<file path="src/rtl/jt1943_fmbus_pkg.sv">
// -----------------------------------------------------------------------------
// jt1943_fmbus_pkg
// Shared definitions for the 1943 sound-CPU to FM-chip bus controller:
//   - fmbus_state_e : access sequencer states
//   - BUSY_ADDR_DEF : default recovery (cen_fm ticks) after an address write
//   - BUSY_DATA_DEF : default recovery (cen_fm ticks) after a data write
// -----------------------------------------------------------------------------
package jt1943_fmbus_pkg;

  typedef enum logic [2:0] {
    ST_IDLE    = 3'd0,  // no access in flight
    ST_HOLDOFF = 3'd1,  // access captured, waiting for chip recovery to expire
    ST_SYNC    = 3'd2,  // waiting for the next cen_fm to align the strobe
    ST_STROBE  = 3'd3,  // chip select (and write strobe) asserted for one cen_fm period
    ST_RECOVER = 3'd4   // recovery counter running after the strobe
  } fmbus_state_e;

  localparam logic [7:0] BUSY_ADDR_DEF = 8'd2;
  localparam logic [7:0] BUSY_DATA_DEF = 8'd12;

  // Recovery length to load at the end of a strobe.
  function automatic logic [7:0] recovery_len(input logic is_wr, input logic a0,
                                              input logic [7:0] busy_addr,
                                              input logic [7:0] busy_data);
    if (!is_wr)  return 8'd0;
    else if (a0) return busy_data;
    else         return busy_addr;
  endfunction

endpackage

</file>
<file path="src/rtl/jt1943_fmbus_busycnt.sv">
// -----------------------------------------------------------------------------
// jt1943_fmbus_busycnt
// FM chip recovery counter. Loads a recovery length, counts down once per
// cen_fm tick and saturates at zero.
// Ports:
//   clk, reset_n   : clock, asynchronous active-low reset
//   cen_i          : FM clock enable (decrement tick)
//   load_i         : load load_val_i (takes priority over the decrement)
//   load_val_i     : recovery length
//   zero_o         : counter is zero
//   one_o          : counter is one (next tick reaches zero)
// -----------------------------------------------------------------------------
module jt1943_fmbus_busycnt (
  input  logic       clk,
  input  logic       reset_n,
  input  logic       cen_i,
  input  logic       load_i,
  input  logic [7:0] load_val_i,
  output logic       zero_o,
  output logic       one_o
);

  logic [7:0] cnt_q;
  logic [7:0] cnt_d;

  always_comb begin
    cnt_d = cnt_q;
    if (load_i)
      cnt_d = load_val_i;
    else if (cen_i && (cnt_q != 8'd0))
      cnt_d = cnt_q - 8'd1;
  end

  always_ff @(posedge clk or negedge reset_n) begin
    if (!reset_n) cnt_q <= 8'd0;
    else          cnt_q <= cnt_d;
  end

  assign zero_o = (cnt_q == 8'd0);
  assign one_o  = (cnt_q == 8'd1);

endmodule

</file>
<file path="src/rtl/jt1943_fmbus_ctrl.sv">
// -----------------------------------------------------------------------------
// jt1943_fmbus_ctrl
// Bridges the 3 MHz sound CPU to two FM chips running at 1.5 MHz. A CPU
// access is captured on a cen_cpu cycle, aligned to cen_fm, presented to the
// chips as a one-cen_fm-period strobe, and followed by the chip's recovery
// time (BUSY_ADDR after an address write, BUSY_DATA after a data write).
//
// Build option:
//   JT1943_FMCTRL_POSTED_EN defined   : writes are posted (wait_n low one clk)
//   JT1943_FMCTRL_POSTED_EN undefined : every access holds wait_n low until
//                                       the sequencer is idle again
//
// Ports:
//   clk, reset_n          : 24 MHz clock, asynchronous active-low reset
//   cen_cpu, cen_fm       : CPU (3 MHz) and FM (1.5 MHz) clock enables
//   cpu_cs0/1, cpu_a0     : CPU chip decode and register select
//   cpu_wr_n, cpu_rd_n    : CPU strobes (active low)
//   cpu_dout / cpu_din    : CPU write data / read data back to CPU
//   wait_n                : CPU wait request (active low)
//   fm_din, fm_a0         : data and register select to both chips
//   fm_cs0_n, fm_cs1_n    : chip selects (active low)
//   fm_wr_n               : chip write strobe (active low)
//   fm0_dout, fm1_dout    : chip read data
//   busy                  : access in flight or recovery pending
//   st_dbg                : current sequencer state
// -----------------------------------------------------------------------------
module jt1943_fmbus_ctrl
  import jt1943_fmbus_pkg::*;
#(
  parameter logic [7:0] BUSY_ADDR = BUSY_ADDR_DEF,
  parameter logic [7:0] BUSY_DATA = BUSY_DATA_DEF
) (
  input  logic         clk,
  input  logic         reset_n,
  input  logic         cen_cpu,
  input  logic         cen_fm,
  input  logic         cpu_cs0,
  input  logic         cpu_cs1,
  input  logic         cpu_a0,
  input  logic         cpu_wr_n,
  input  logic         cpu_rd_n,
  input  logic [7:0]   cpu_dout,
  output logic [7:0]   cpu_din,
  output logic         wait_n,
  output logic [7:0]   fm_din,
  output logic         fm_a0,
  output logic         fm_cs0_n,
  output logic         fm_cs1_n,
  output logic         fm_wr_n,
  input  logic [7:0]   fm0_dout,
  input  logic [7:0]   fm1_dout,
  output logic         busy,
  output fmbus_state_e st_dbg
);

  // CPU handshake: an access is accepted on the clk edge where a request is
  // detected; wait_n drops on that same edge and the CPU must hold its strobes
  // until wait_n returns high. A request is a rising edge of the combined
  // select seen on cen_cpu cycles with either CPU strobe low, so a select held
  // across several CPU cycles counts once.

  fmbus_state_e state_q, state_d;

  logic       sel, sel_prev_q, req;
  logic       wait_q, wait_d;

  // Access being executed. Only changes in IDLE/RECOVER, so the chip-facing
  // outputs stay stable for the whole strobe.
  logic       acc_chip_q;   // 0 = chip 0, 1 = chip 1
  logic       acc_a0_q;
  logic       acc_wr_q;
  logic [7:0] acc_data_q;

  // A request that arrived while an access was still heading to or inside
  // its strobe. It is promoted once the sequencer is past the strobe.
  logic       pend_vld_q;
  logic       pend_chip_q;
  logic       pend_a0_q;
  logic       pend_wr_q;
  logic [7:0] pend_data_q;

  logic [7:0] cpu_din_q;

  logic       take_new, store_pend, promote, rd_latch;
  logic       cnt_load;
  logic [7:0] cnt_val;
  logic       cnt_zero, cnt_one;

  // chip 0 wins when both selects are high
  logic       req_chip;

  assign sel      = cpu_cs0 | cpu_cs1;
  assign req      = cen_cpu & sel & ~sel_prev_q & (~cpu_wr_n | ~cpu_rd_n);
  assign req_chip = ~cpu_cs0;

  jt1943_fmbus_busycnt u_busycnt (
    .clk        (clk),
    .reset_n    (reset_n),
    .cen_i      (cen_fm),
    .load_i     (cnt_load),
    .load_val_i (cnt_val),
    .zero_o     (cnt_zero),
    .one_o      (cnt_one)
  );

  // ---------------------------------------------------------------------------
  // Sequencer next state
  // ---------------------------------------------------------------------------
  always_comb begin
    state_d    = state_q;
    take_new   = 1'b0;
    store_pend = 1'b0;
    promote    = 1'b0;
    rd_latch   = 1'b0;
    cnt_load   = 1'b0;
    cnt_val    = 8'd0;

    case (state_q)
      ST_IDLE: begin
        if (pend_vld_q) begin
          promote = 1'b1;
          state_d = ST_HOLDOFF;
        end else if (req) begin
          take_new = 1'b1;
          state_d  = ST_HOLDOFF;
        end
      end

      ST_HOLDOFF: begin
        if (cnt_zero) state_d = ST_SYNC;
      end

      ST_SYNC: begin
        if (cen_fm) state_d = ST_STROBE;
      end

      ST_STROBE: begin
        // entered on a cen_fm edge, left on the next one: one full FM period
        if (cen_fm) begin
          state_d  = ST_RECOVER;
          cnt_load = 1'b1;
          cnt_val  = recovery_len(acc_wr_q, acc_a0_q, BUSY_ADDR, BUSY_DATA);
          rd_latch = ~acc_wr_q;
        end
      end

      ST_RECOVER: begin
        if (pend_vld_q) begin
          promote = 1'b1;
          state_d = ST_HOLDOFF;
        end else if (req) begin
          take_new = 1'b1;
          state_d  = ST_HOLDOFF;
        end else if (cnt_zero || (cen_fm && cnt_one)) begin
          // leave on the tick that empties the counter so busy falls with it
          state_d = ST_IDLE;
        end
      end

      default: state_d = ST_IDLE;
    endcase

    // Requests that cannot be taken yet are parked; a second one while a
    // request is already parked is not expected (the CPU is held in wait).
    if (req && !pend_vld_q &&
        ((state_q == ST_HOLDOFF) || (state_q == ST_SYNC) || (state_q == ST_STROBE)))
      store_pend = 1'b1;
  end

  // ---------------------------------------------------------------------------
  // CPU wait request
  // ---------------------------------------------------------------------------
  always_comb begin
    wait_d = wait_q;
`ifdef JT1943_FMCTRL_POSTED_EN
    // Writes release one clk after they become the active access; reads wait
    // for the clk after cpu_din is latched (first RECOVER cycle).
    if (!pend_vld_q &&
        (((state_q == ST_HOLDOFF) && acc_wr_q) ||
         ((state_q == ST_RECOVER) && !acc_wr_q)))
      wait_d = 1'b1;
`else
    // Release together with the return to IDLE; for reads this is the clk
    // after the latch because their recovery length is zero.
    if (!pend_vld_q && (state_q == ST_RECOVER) && (state_d == ST_IDLE))
      wait_d = 1'b1;
`endif
    if (take_new || store_pend || promote)
      wait_d = 1'b0;
  end

  // ---------------------------------------------------------------------------
  // Registers
  // ---------------------------------------------------------------------------
  always_ff @(posedge clk or negedge reset_n) begin
    if (!reset_n) begin
      state_q     <= ST_IDLE;
      sel_prev_q  <= 1'b0;
      wait_q      <= 1'b1;
      acc_chip_q  <= 1'b0;
      acc_a0_q    <= 1'b0;
      acc_wr_q    <= 1'b0;
      acc_data_q  <= 8'd0;
      pend_vld_q  <= 1'b0;
      pend_chip_q <= 1'b0;
      pend_a0_q   <= 1'b0;
      pend_wr_q   <= 1'b0;
      pend_data_q <= 8'd0;
      cpu_din_q   <= 8'd0;
    end else begin
      state_q <= state_d;
      wait_q  <= wait_d;

      if (cen_cpu) sel_prev_q <= sel;

      if (take_new) begin
        acc_chip_q <= req_chip;
        acc_a0_q   <= cpu_a0;
        acc_wr_q   <= ~cpu_wr_n;
        acc_data_q <= cpu_dout;
      end else if (promote) begin
        acc_chip_q <= pend_chip_q;
        acc_a0_q   <= pend_a0_q;
        acc_wr_q   <= pend_wr_q;
        acc_data_q <= pend_data_q;
      end

      if (store_pend) begin
        pend_vld_q  <= 1'b1;
        pend_chip_q <= req_chip;
        pend_a0_q   <= cpu_a0;
        pend_wr_q   <= ~cpu_wr_n;
        pend_data_q <= cpu_dout;
      end else if (promote) begin
        pend_vld_q <= 1'b0;
      end

      if (rd_latch)
        cpu_din_q <= acc_chip_q ? fm1_dout : fm0_dout;
    end
  end

  // ---------------------------------------------------------------------------
  // Outputs. Strobes decode straight from the state register so an
  // asynchronous reset drops them immediately.
  // ---------------------------------------------------------------------------
  assign fm_cs0_n = ~((state_q == ST_STROBE) & ~acc_chip_q);
  assign fm_cs1_n = ~((state_q == ST_STROBE) &  acc_chip_q);
  assign fm_wr_n  = ~((state_q == ST_STROBE) &  acc_wr_q);
  assign fm_a0    = acc_a0_q;
  assign fm_din   = acc_data_q;
  assign cpu_din  = cpu_din_q;
  assign wait_n   = wait_q;
  assign busy     = (state_q != ST_IDLE) | ~cnt_zero;
  assign st_dbg   = state_q;

endmodule

</file>
<file path="config.mk">
export PLATFORM = sky130hd
export DESIGN_NAME = jt1943_fmbus_ctrl
export DESIGN_NICKNAME = d
export VERILOG_FILES = /design/src/rtl/jt1943_fmbus_pkg.sv /design/src/rtl/jt1943_fmbus_busycnt.sv /design/src/rtl/jt1943_fmbus_ctrl.sv
export SDC_FILE = /design/constraint.sdc
export NUM_CORES = 1
export LEC_CHECK = 0
export ABC_AREA = 1
export ABC_CLOCK_PERIOD_IN_PS = 3000
export BUFFER_PORTS_ARGS = -buffer_cell sky130_fd_sc_hd__buf_2
export CAP_MARGIN = 5
export CORE_ASPECT_RATIO = 0.8
export CORE_UTILIZATION = 25
export DETAILED_ROUTE_END_ITERATION = 7
export GPL_TIMING_DRIVEN = 1
export SLEW_MARGIN = 30
export SYNTH_ARGS = -nofsm -noshare
export SYNTH_HDL_FRONTEND = slang
export SYNTH_SLANG_ARGS = --single-unit
</file>
<file path="constraint.sdc">
create_clock -name clk -period 3 [get_ports clk]
set_input_delay 0.6 -clock clk [delete_from_list [all_inputs] [get_ports clk]]
set_output_delay 0.6 -clock clk [all_outputs]
set_load 0.02 [all_outputs]
</file>
==> flow_summary.yaml, run 1 <==
floorplan:
  die_h_um: 85.71
  die_area_um2: 9139
  rows: 30
  chipWidth_um: 106.6
  initial_core_util_pct: 25.81
  io_pins: 58
  coreArea_um2: 8483
cts:
  ctsResizeCount: 0
  clock_latency_ps: 290
  holdBufCountCts: 0
  cts_sinks: 44
  cts_root_buffer: "clkbuf_8"
  htreeDepth: 2
  cts-buffers-inserted: 5
  clk_pin_slew_ps: 80
  post_cts_buffers: 0
  cts_tree: "built"
  clk_path_buf_depth: 2
cells_and_area:
  nets: 353
  diodes: 0
  layout_common_cells: "nand2_1, buf_2, dfrtp_1"
  drive_gt1_share_pct: 26.10
  fin_area_um2: 2713
  multiInputGateArea_um2: 954.7
  layout_commonest_cell: "nand2_1"
  regArea_um2: 1102
  area_growth_pct: 23.89
  instances_no_fill: 430
  fillers: 897
timing:
  maxSlewViolCount: 0
  rsz0062_at_grt: "false"
  tns_ps: 0
  slew_headroom_pct: 62.12
  tightestPinTransition_ps: 568.2
  fin_crit_sh_pct: 76.97
  timing_hold_violations_final: 0
  report.final.setup_viol: 0
  fin_crit_ps: 2309
  skew_ps: 5.822
  max_freq_ghz: 0.4331
  hold_ws_ps: 288.1
placement:
  placed_area_um2: 2586
  gp_congestion: 0.8599
  place_inst: 422
  hpwlAfterDp_um: 3903
  io_buffers: 57
pwr:
  switching_share_pct: 40.15
  p_int_mw: 1.521
  power_frac_comb_pct: 38.7
  power.share.clock_pct: 19.5
  p_leak_nw: 1.344
  total_power_mw: 2.542
  p_switching_mw: 1.020
  peakVddDrop_mv: 0.3150
  p_seq_share_pct: 41.8
  p_per_area_nw_per_um2: 937.0
routing:
  drtIter0Drc: 193
  vias: 1921
  routed_wl_um: 5283
  drc: 0
  wl_per_cell_um: 12.29
  viasPerCell: 4.467
  ant_nets: 0
  drtPass1Iterations: 4
critical_path:
  critPathSlowestCell: "dfrtp_1"
  r2r-end: "acc_wr_q"
  r2r-start: "st_dbg[0]"
  worstPathCellList: "clkinv_1 -> nand2_1 -> buf_2"
  crit_type: "flop to output pin"
  reg2reg_slack_ps: 1310
  start_kind: "flop"
  cp.required_ps: 2400
  crit_family: "buffers and inverters"
  rr_worst_depth: 6
  critPathBufInv: 2
  critical_path_peak_fanout: 10
  end_kind: "output pin"
  cp_data_arrival_time_ps: 1710
  slowest_delay_ps: 610
yosys:
  ys_ff_latch: 44
  netlist_area_um2: 2190
  synth-edff-count: 0
  synth_ff_type: "dfrtp_1"
  yosysSeqAreaShare_pct: 50.34
  async_reset_ff_share_pct: 100.0
  synth_cells: 257
  synth_area_per_cell_um2: 8.520
  yosys.cell_types.count: 31
  syn_nets: 293
  ys.warnings.count: 0
global_routing:
  use_met2_pct: 17.65
  grt_max_degree: 45
  grt_pass1_vias: 1813
  antenna_found_initial: 0
  grtUsageMet3_pct: 2.888
  grt_remaining_overflow: 0
  grt_pass1_wl_um: 8721
  busiest_layer: "met2"
  grtUsageTotal_pct: 12.31
  grtUsageMet1_pct: 17.64
job:
  max-cap-violations: 0
worst_hold_path:
  hp-class: "primary input to asynchronous set/reset pin"
run_status:
  status: "complete, no violations"
power by group through the flow:
stage / logic, mW / clock network, mW / registers (mW)
2_1_floorplan: 0.559 / 0 / 1.18
3_3_place_gp: 0.974 / 0 / 1.07
3_5_place_dp: 0.993 / 0 / 1.07
4_1_cts: 0.996 / 0.512 / 1.07
5_1_grt: 1.12 / 0.538 / 1.10
6_report: 0.984 / 0.495 / 1.06
cell usage after synthesis (3+ instances only):
cell | instances | share of area [%]
a21oi_1 | 14 | 3.2
a31oi_1 | 9 | 2.6
dfrtp_1 | 43 | 49
ha_1 | 3 | 1.7
inv_1 | 23 | 3.9
mux2_2 | 5 | 2.6
nand2_1 | 63 | 11
nand2_4 | 3 | 1.5
nand3_1 | 10 | 2.3
nand4_1 | 3 | 0.86
nor2_1 | 34 | 5.8
nor3_1 | 3 | 0.69
o211ai_1 | 3 | 1.0
o21ai_0 | 22 | 5.0
registers in the layout, summed over array words and instances, names as in the netlist:
name             count
acc_chip_q           1
acc_wr_q             1
cpu_din              8
fm_a0                1
fm_din               8
pend_a0_q            1
pend_chip_q          1
pend_data_q          8
pend_vld_q           1
pend_wr_q            1
sel_prev_q           1
st_dbg               3
u_busycnt.cnt_q      8
wait_n               1
cell families (layout without fill, tap and decap cells):
kind of cell             Yosys count  in the layout  synth area share, %
AND/OR/NAND/NOR                  121            121                24.91
AO/OA/AOI/OAI                     52             52                13.03
multiplexers                       7              7                3.943
buffers and inverters             30             91                6.056
adder cells (fa/ha/maj)            3              3                1.714
flip-flops                        44             44                50.34
routing by layer:
metal  share of wire (%)  routed length, um
met4                 2.1                109
met5                   0                  0
met3                 6.3                332
met1                  51               2716
met2                  40               2125
worst max-delay path by stage:
stage,cells past startpoint,to,startpoint
3_5_place_dp,3,fm_cs0_n,acc_chip_q
2_1_floorplan,5,busy,u_busycnt.cnt_q[0]
4_1_cts,3,fm_cs0_n,acc_chip_q
5_1_grt,3,fm_cs0_n,acc_chip_q
3_3_place_gp,3,fm_cs0_n,acc_chip_q
6_report,3,fm_cs0_n,acc_chip_q
stage by stage:
| step | setup slack (ps) | utilization, % |
|---|---|---|
| after floorplan | 1355 | - |
| after global placement | 1013 | 30.46 |
| after detailed placement | 993.9 | 30.49 |
| after CTS | 667.7 | 31.98 |
| after global routing | 535.1 | 31.98 |
| final | 691.0 | 31.98 |
area by class of cell:
class                      instances  share of cell area (%)
clock buffer                       7                   3.552
clock inverter                     1                   1.107
inverter                          25                   3.459
multi-input combinational        183                   35.19
sequential                        44                   40.64
tap                              112                   5.166
timing repair buffer              58                   10.89
No activity file was read; power rests on OpenSTA's default activity.
==> inputs of run 2 (changes only) <==
--- a/config.mk
+++ b/config.mk
@@ -6,7 +6,7 @@
 export NUM_CORES = 1
 export LEC_CHECK = 0
 export ABC_AREA = 1
-export ABC_CLOCK_PERIOD_IN_PS = 3000
+export ABC_CLOCK_PERIOD_IN_PS = 2200
 export BUFFER_PORTS_ARGS = -buffer_cell sky130_fd_sc_hd__buf_2
 export CAP_MARGIN = 5
 export CORE_ASPECT_RATIO = 0.8
==> constraint.sdc (replaced) <==
create_clock -name clk -period 2.2 [get_ports clk]
set_input_delay 0.44 -clock clk [delete_from_list [all_inputs] [get_ports clk]]
set_output_delay 0.44 -clock clk [all_outputs]
set_load 0.02 [all_outputs]
==> run 2 against run 1 <==
Hold slack lost 250 ps. Non-clock buffer count grew 3. Clock-buffer cell count shrank 2. Sequential power grew 36%. Via count grew 0.88%. Global-route usage grew 0.25 points. Final cell count grew 0.70%. Power grew 35%. Clock skew shrank 0.57 ps.
==> flow_summary.yaml, run 2 (synthesized netlist as in run 1, its figures left out) <==
cells_and_area:
  fin_area_um2: 2721
  fillers: 905
  instances_no_fill: 433
  final_util_pct: 32.08
  regArea_um2: 1102
  nets: 356
  drive_gt1_share_pct: 26.79
  multiInputGateArea_um2: 954.7
  diodes: 0
  layout_common_cells: "nand2_1, buf_2, dfrtp_1"
  layout_commonest_cell: "nand2_1"
  area_growth_pct: 24.29
placement:
  gp_congestion: 0.8447
  pre_cts_slack_ps: 475.5
  place_inst: 425
  placed_area_um2: 2606
  io_buffers: 57
  hpwlAfterDp_um: 4020
routing:
  drtPass1Iterations: 4
  drtIter0Drc: 173
  routed_wl_um: 5313
  ant_nets: 0
  viasPerCell: 4.476
  vias: 1938
  wl_per_cell_um: 12.27
  drc: 0
global_routing:
  grt_pass1_vias: 1780
  grtUsageTotal_pct: 12.56
  antenna_found_initial: 0
  grt_max_degree: 18
  grt_pass1_wl_um: 8894
  grt_remaining_overflow: 0
cts:
  cts_root_buffer: "clkbuf_8"
  clock_latency_ps: 290
  post_cts_buffers: 0
  cts-buffers-inserted: 5
  holdBufCountCts: 0
  ctsResizeCount: 0
  clk_pin_slew_ps: 90
  cts_tree: "built"
  cts_sinks: 44
  clk_path_buf_depth: 2
  htreeDepth: 2
pwr:
  power_frac_comb_pct: 39.5
  p_per_area_nw_per_um2: 1262
  power.share.clock_pct: 18.5
  p_switching_mw: 1.405
  peakVddDrop_mv: 0.4318
  p_seq_share_pct: 42.1
  p_int_mw: 2.030
  p_leak_nw: 1.348
  total_power_mw: 3.435
  switching_share_pct: 40.89
timing:
  fin_ws_ps: 183.7
  tightestPinTransition_ps: 520.9
  skew_ps: 5.256
  max_freq_ghz: 0.4960
  hold_ws_ps: 33.88
  fin_crit_sh_pct: 91.65
  slew_headroom_pct: 65.19
  rsz0062_at_grt: "false"
  report.final.setup_viol: 0
  timing_hold_violations_final: 0
  tns_ps: 0
  fin_crit_ps: 2016
  maxSlewViolCount: 0
worst_hold_path:
  hp-class: "primary input to asynchronous set/reset pin"
run_status:
  status: "complete, no violations"
critical_path:
  end_kind: "output pin"
  cp_data_arrival_time_ps: 1580
  crit_type: "flop to output pin"
  cp.required_ps: 1760
  start_kind: "flop"
  critical_path_peak_fanout: 7
  reg2reg_slack_ps: 470
floorplan:
  chipWidth_um: 106.6
  die_h_um: 85.71
  die_area_um2: 9139
  coreArea_um2: 8483
  rows: 30
  io_pins: 58
  initial_core_util_pct: 25.81
job:
  max-cap-violations: 0
## run 2: critical path, stage by stage (launching register included)
cell     delay [ps]
dfrtp_1         400
inv_1           170
ha_1            180
nand2_1          80
nor2_1          170
nand3_1         100
buf_2           170
## run 2: layout make-up
class	count	area share, %
Multi-Input combinational cell	183	35.08
Timing Repair Buffer	61	11.59
Clock inverter	3	1.701
Inverter	25	3.448
Tap cell	112	5.149
Sequential cell	44	40.51
Clock buffer	5	2.529
## run 2: power by group through the flow
stage | sequential (mW) | clock [mW] | combinational (mW)
after global routing | 1.50 | 0.702 | 1.54
after detailed placement | 1.46 | 0 | 1.37
after floorplan | 1.61 | 0 | 0.762
after CTS | 1.45 | 0.670 | 1.37
after global placement | 1.45 | 0 | 1.35
final | 1.44 | 0.634 | 1.36
## run 2: final timing paths
| path | from | to | depth (start not counted) |
|---|---|---|---|
| worst max-delay path | u_busycnt.cnt_q[0] | busy | 6 |
| worst min-delay path | reset_n | u_busycnt.cnt_q[6] | 1 |
| worst max register to register | st_dbg[0] | acc_chip_q | 5 |
| worst min register to register | pend_data_q[6] | pend_data_q[6] | 2 |
| max in group asynchronous | reset_n | wait_n | 2 |
| min in group clk | cpu_wr_n | pend_wr_q | 2 |
## run 2: routing by layer
layer  up-vias  wire, um  part of all wire [%]  global-route usage (%)
met5         -         0                     0                       0
met4         0        52                  0.98                   3.611
met3         4       310                   5.8                   2.280
met2        67      2270                    43                   19.00
met1       899      2680                    50                   18.28
li1        968         -                     -                       -
==> inputs of run 3 (changes only) <==
--- a/config.mk
+++ b/config.mk
@@ -13,6 +13,8 @@
 export CORE_UTILIZATION = 25
 export DETAILED_ROUTE_END_ITERATION = 7
 export GPL_TIMING_DRIVEN = 1
+export MAX_ROUTING_LAYER = met4
+export PLACE_DENSITY = 0.53
 export SLEW_MARGIN = 30
 export SYNTH_ARGS = -nofsm -noshare
 export SYNTH_HDL_FRONTEND = slang
==> run 3 against run 2 <==
Via count is 3.3% lower. Combinational power hardly changed. Clock-buffer cell count is 2 higher. Clock skew is 6.7 ps higher. Final cell count is 0.23% lower. Sequential cell count stayed put. Non-clock buffer count is 1 lower. Largest cell class unchanged.
==> flow_summary.yaml, run 3 (synthesized netlist as in run 1, its figures left out) <==
cts:
  clk_pin_slew_ps: 90
  htreeDepth: 2
  cts_root_buffer: "clkbuf_8"
  cts-buffers-inserted: 5
  cts_sinks: 44
  ctsResizeCount: 0
  clk_path_buf_depth: 2
  holdBufCountCts: 0
  clock_latency_ps: 300
  post_cts_buffers: 0
  cts_tree: "built"
routing:
  drtIter0Drc: 164
  viasPerCell: 4.338
  vias: 1874
  routed_wl_um: 5213
  ant_nets: 0
  drc: 0
  drtPass1Iterations: 4
  wl_per_cell_um: 12.07
cells_and_area:
  nets: 355
  diodes: 0
  fillers: 928
  layout_commonest_cell: "nand2_1"
  layout_common_cells: "nand2_1, buf_2, dfrtp_1"
  drive_gt1_share_pct: 25.94
  area_growth_pct: 23.54
  final_util_pct: 31.89
  instances_no_fill: 432
global_routing:
  grt_remaining_overflow: 0
  antenna_found_initial: 0
  grtUsageTotal_pct: 12.82
  grt_max_degree: 45
  grt_pass1_vias: 1846
  grt_pass1_wl_um: 9045
timing:
  slew_headroom_pct: 62.33
  fin_crit_sh_pct: 90.11
  fin_crit_ps: 1983
  tns_ps: 0
  tightestPinTransition_ps: 565.1
  rsz0062_at_grt: "false"
  hold_ws_ps: 216.2
  timing_hold_violations_final: 0
  report.final.setup_viol: 0
  skew_ps: 11.95
  max_freq_ghz: 0.5044
  maxSlewViolCount: 0
critical_path:
  critical_path_peak_fanout: 7
  cp_data_arrival_time_ps: 1540
  start_kind: "flop"
  crit_type: "flop to output pin"
  end_kind: "output pin"
  cp.required_ps: 1760
placement:
  io_buffers: 57
  hpwlAfterDp_um: 3822
  gp_congestion: 0.7964
  place_inst: 424
run_status:
  status: "complete, no violations"
job:
  max-cap-violations: 0
pwr:
  total_power_mw: 3.404
  p_per_area_nw_per_um2: 1258
  p_leak_nw: 1.341
  peakVddDrop_mv: 0.4856
floorplan:
  coreArea_um2: 8483
  initial_core_util_pct: 25.81
  die_area_um2: 9139
  io_pins: 58
  die_h_um: 85.71
  rows: 30
  chipWidth_um: 106.6
worst_hold_path:
  hp-class: "primary input to asynchronous set/reset pin"
## run 3: cell types whose count changed in the layout (fill, tap and decap cells not counted), sizes merged
| cell | change |
|---|---|
| inv | -1 |
| clkbuf | +2 |
| clkinvlp | -1 |
| buf | -1 |
## run 3: cell type report
| cell class | instances | area, um2 | area share (%) |
|---|---|---|---|
| clock buffers | 7 | 76.32 | 2.821 |
| clock inverters | 1 | 30.03 | 1.110 |
| inverters | 25 | 93.84 | 3.469 |
| multi-input cells | 183 | 954.7 | 35.29 |
| flip-flops and latches | 44 | 1102 | 40.75 |
| well taps | 112 | 140.1 | 5.180 |
| repair buffers | 60 | 307.8 | 11.38 |
## run 3: critical path, cell delays in order, from the launching register on
cell and delay (ps):
dfrtp_1 390, inv_1 170, ha_1 180, nand2_1 80, nor2_1 170, nand3_1 90
buf_2 170
## run 3: report_power, final
| group | internal [mW] | total (mW) | switching (mW) |
|---|---|---|---|
| sequential | 1.18 | 1.43 | 0.251 |
| clock | 0.340 | 0.616 | 0.276 |
| combinational | 0.509 | 1.36 | 0.849 |
## run 3: per-stage QoR
stage	cell area (um2)	setup slack, ps
finish	2705	217.5
global route	2705	84.32
CTS	2705	209.6
detailed placement	2599	436.7
global placement	2599	467.2
floorplan	2190	714.7
## run 3: path summary, 6_finish.rpt
check                              startpoint             end  slack, ps  depth (start not counted)
max reg2reg                         st_dbg[0]      acc_chip_q        470                          5
max in group asynchronous             reset_n          wait_n       1590                          2
min reg2reg                    pend_data_q[5]  pend_data_q[5]        470                          2
max                        u_busycnt.cnt_q[0]            busy        220                          6
min                                   reset_n      cpu_din[0]        220                          2
min in group clk                     cpu_wr_n       pend_wr_q        370                          2
## run 3: per-layer routing
layer | track usage [%] | share of wire [%] | wire, um
met2 | 17.13 | 38 | 2002
met5 | - | 0 | 0
met1 | 19.17 | 54 | 2811
met3 | 3.191 | 6.8 | 355
met4 | 2.864 | 0.84 | 44
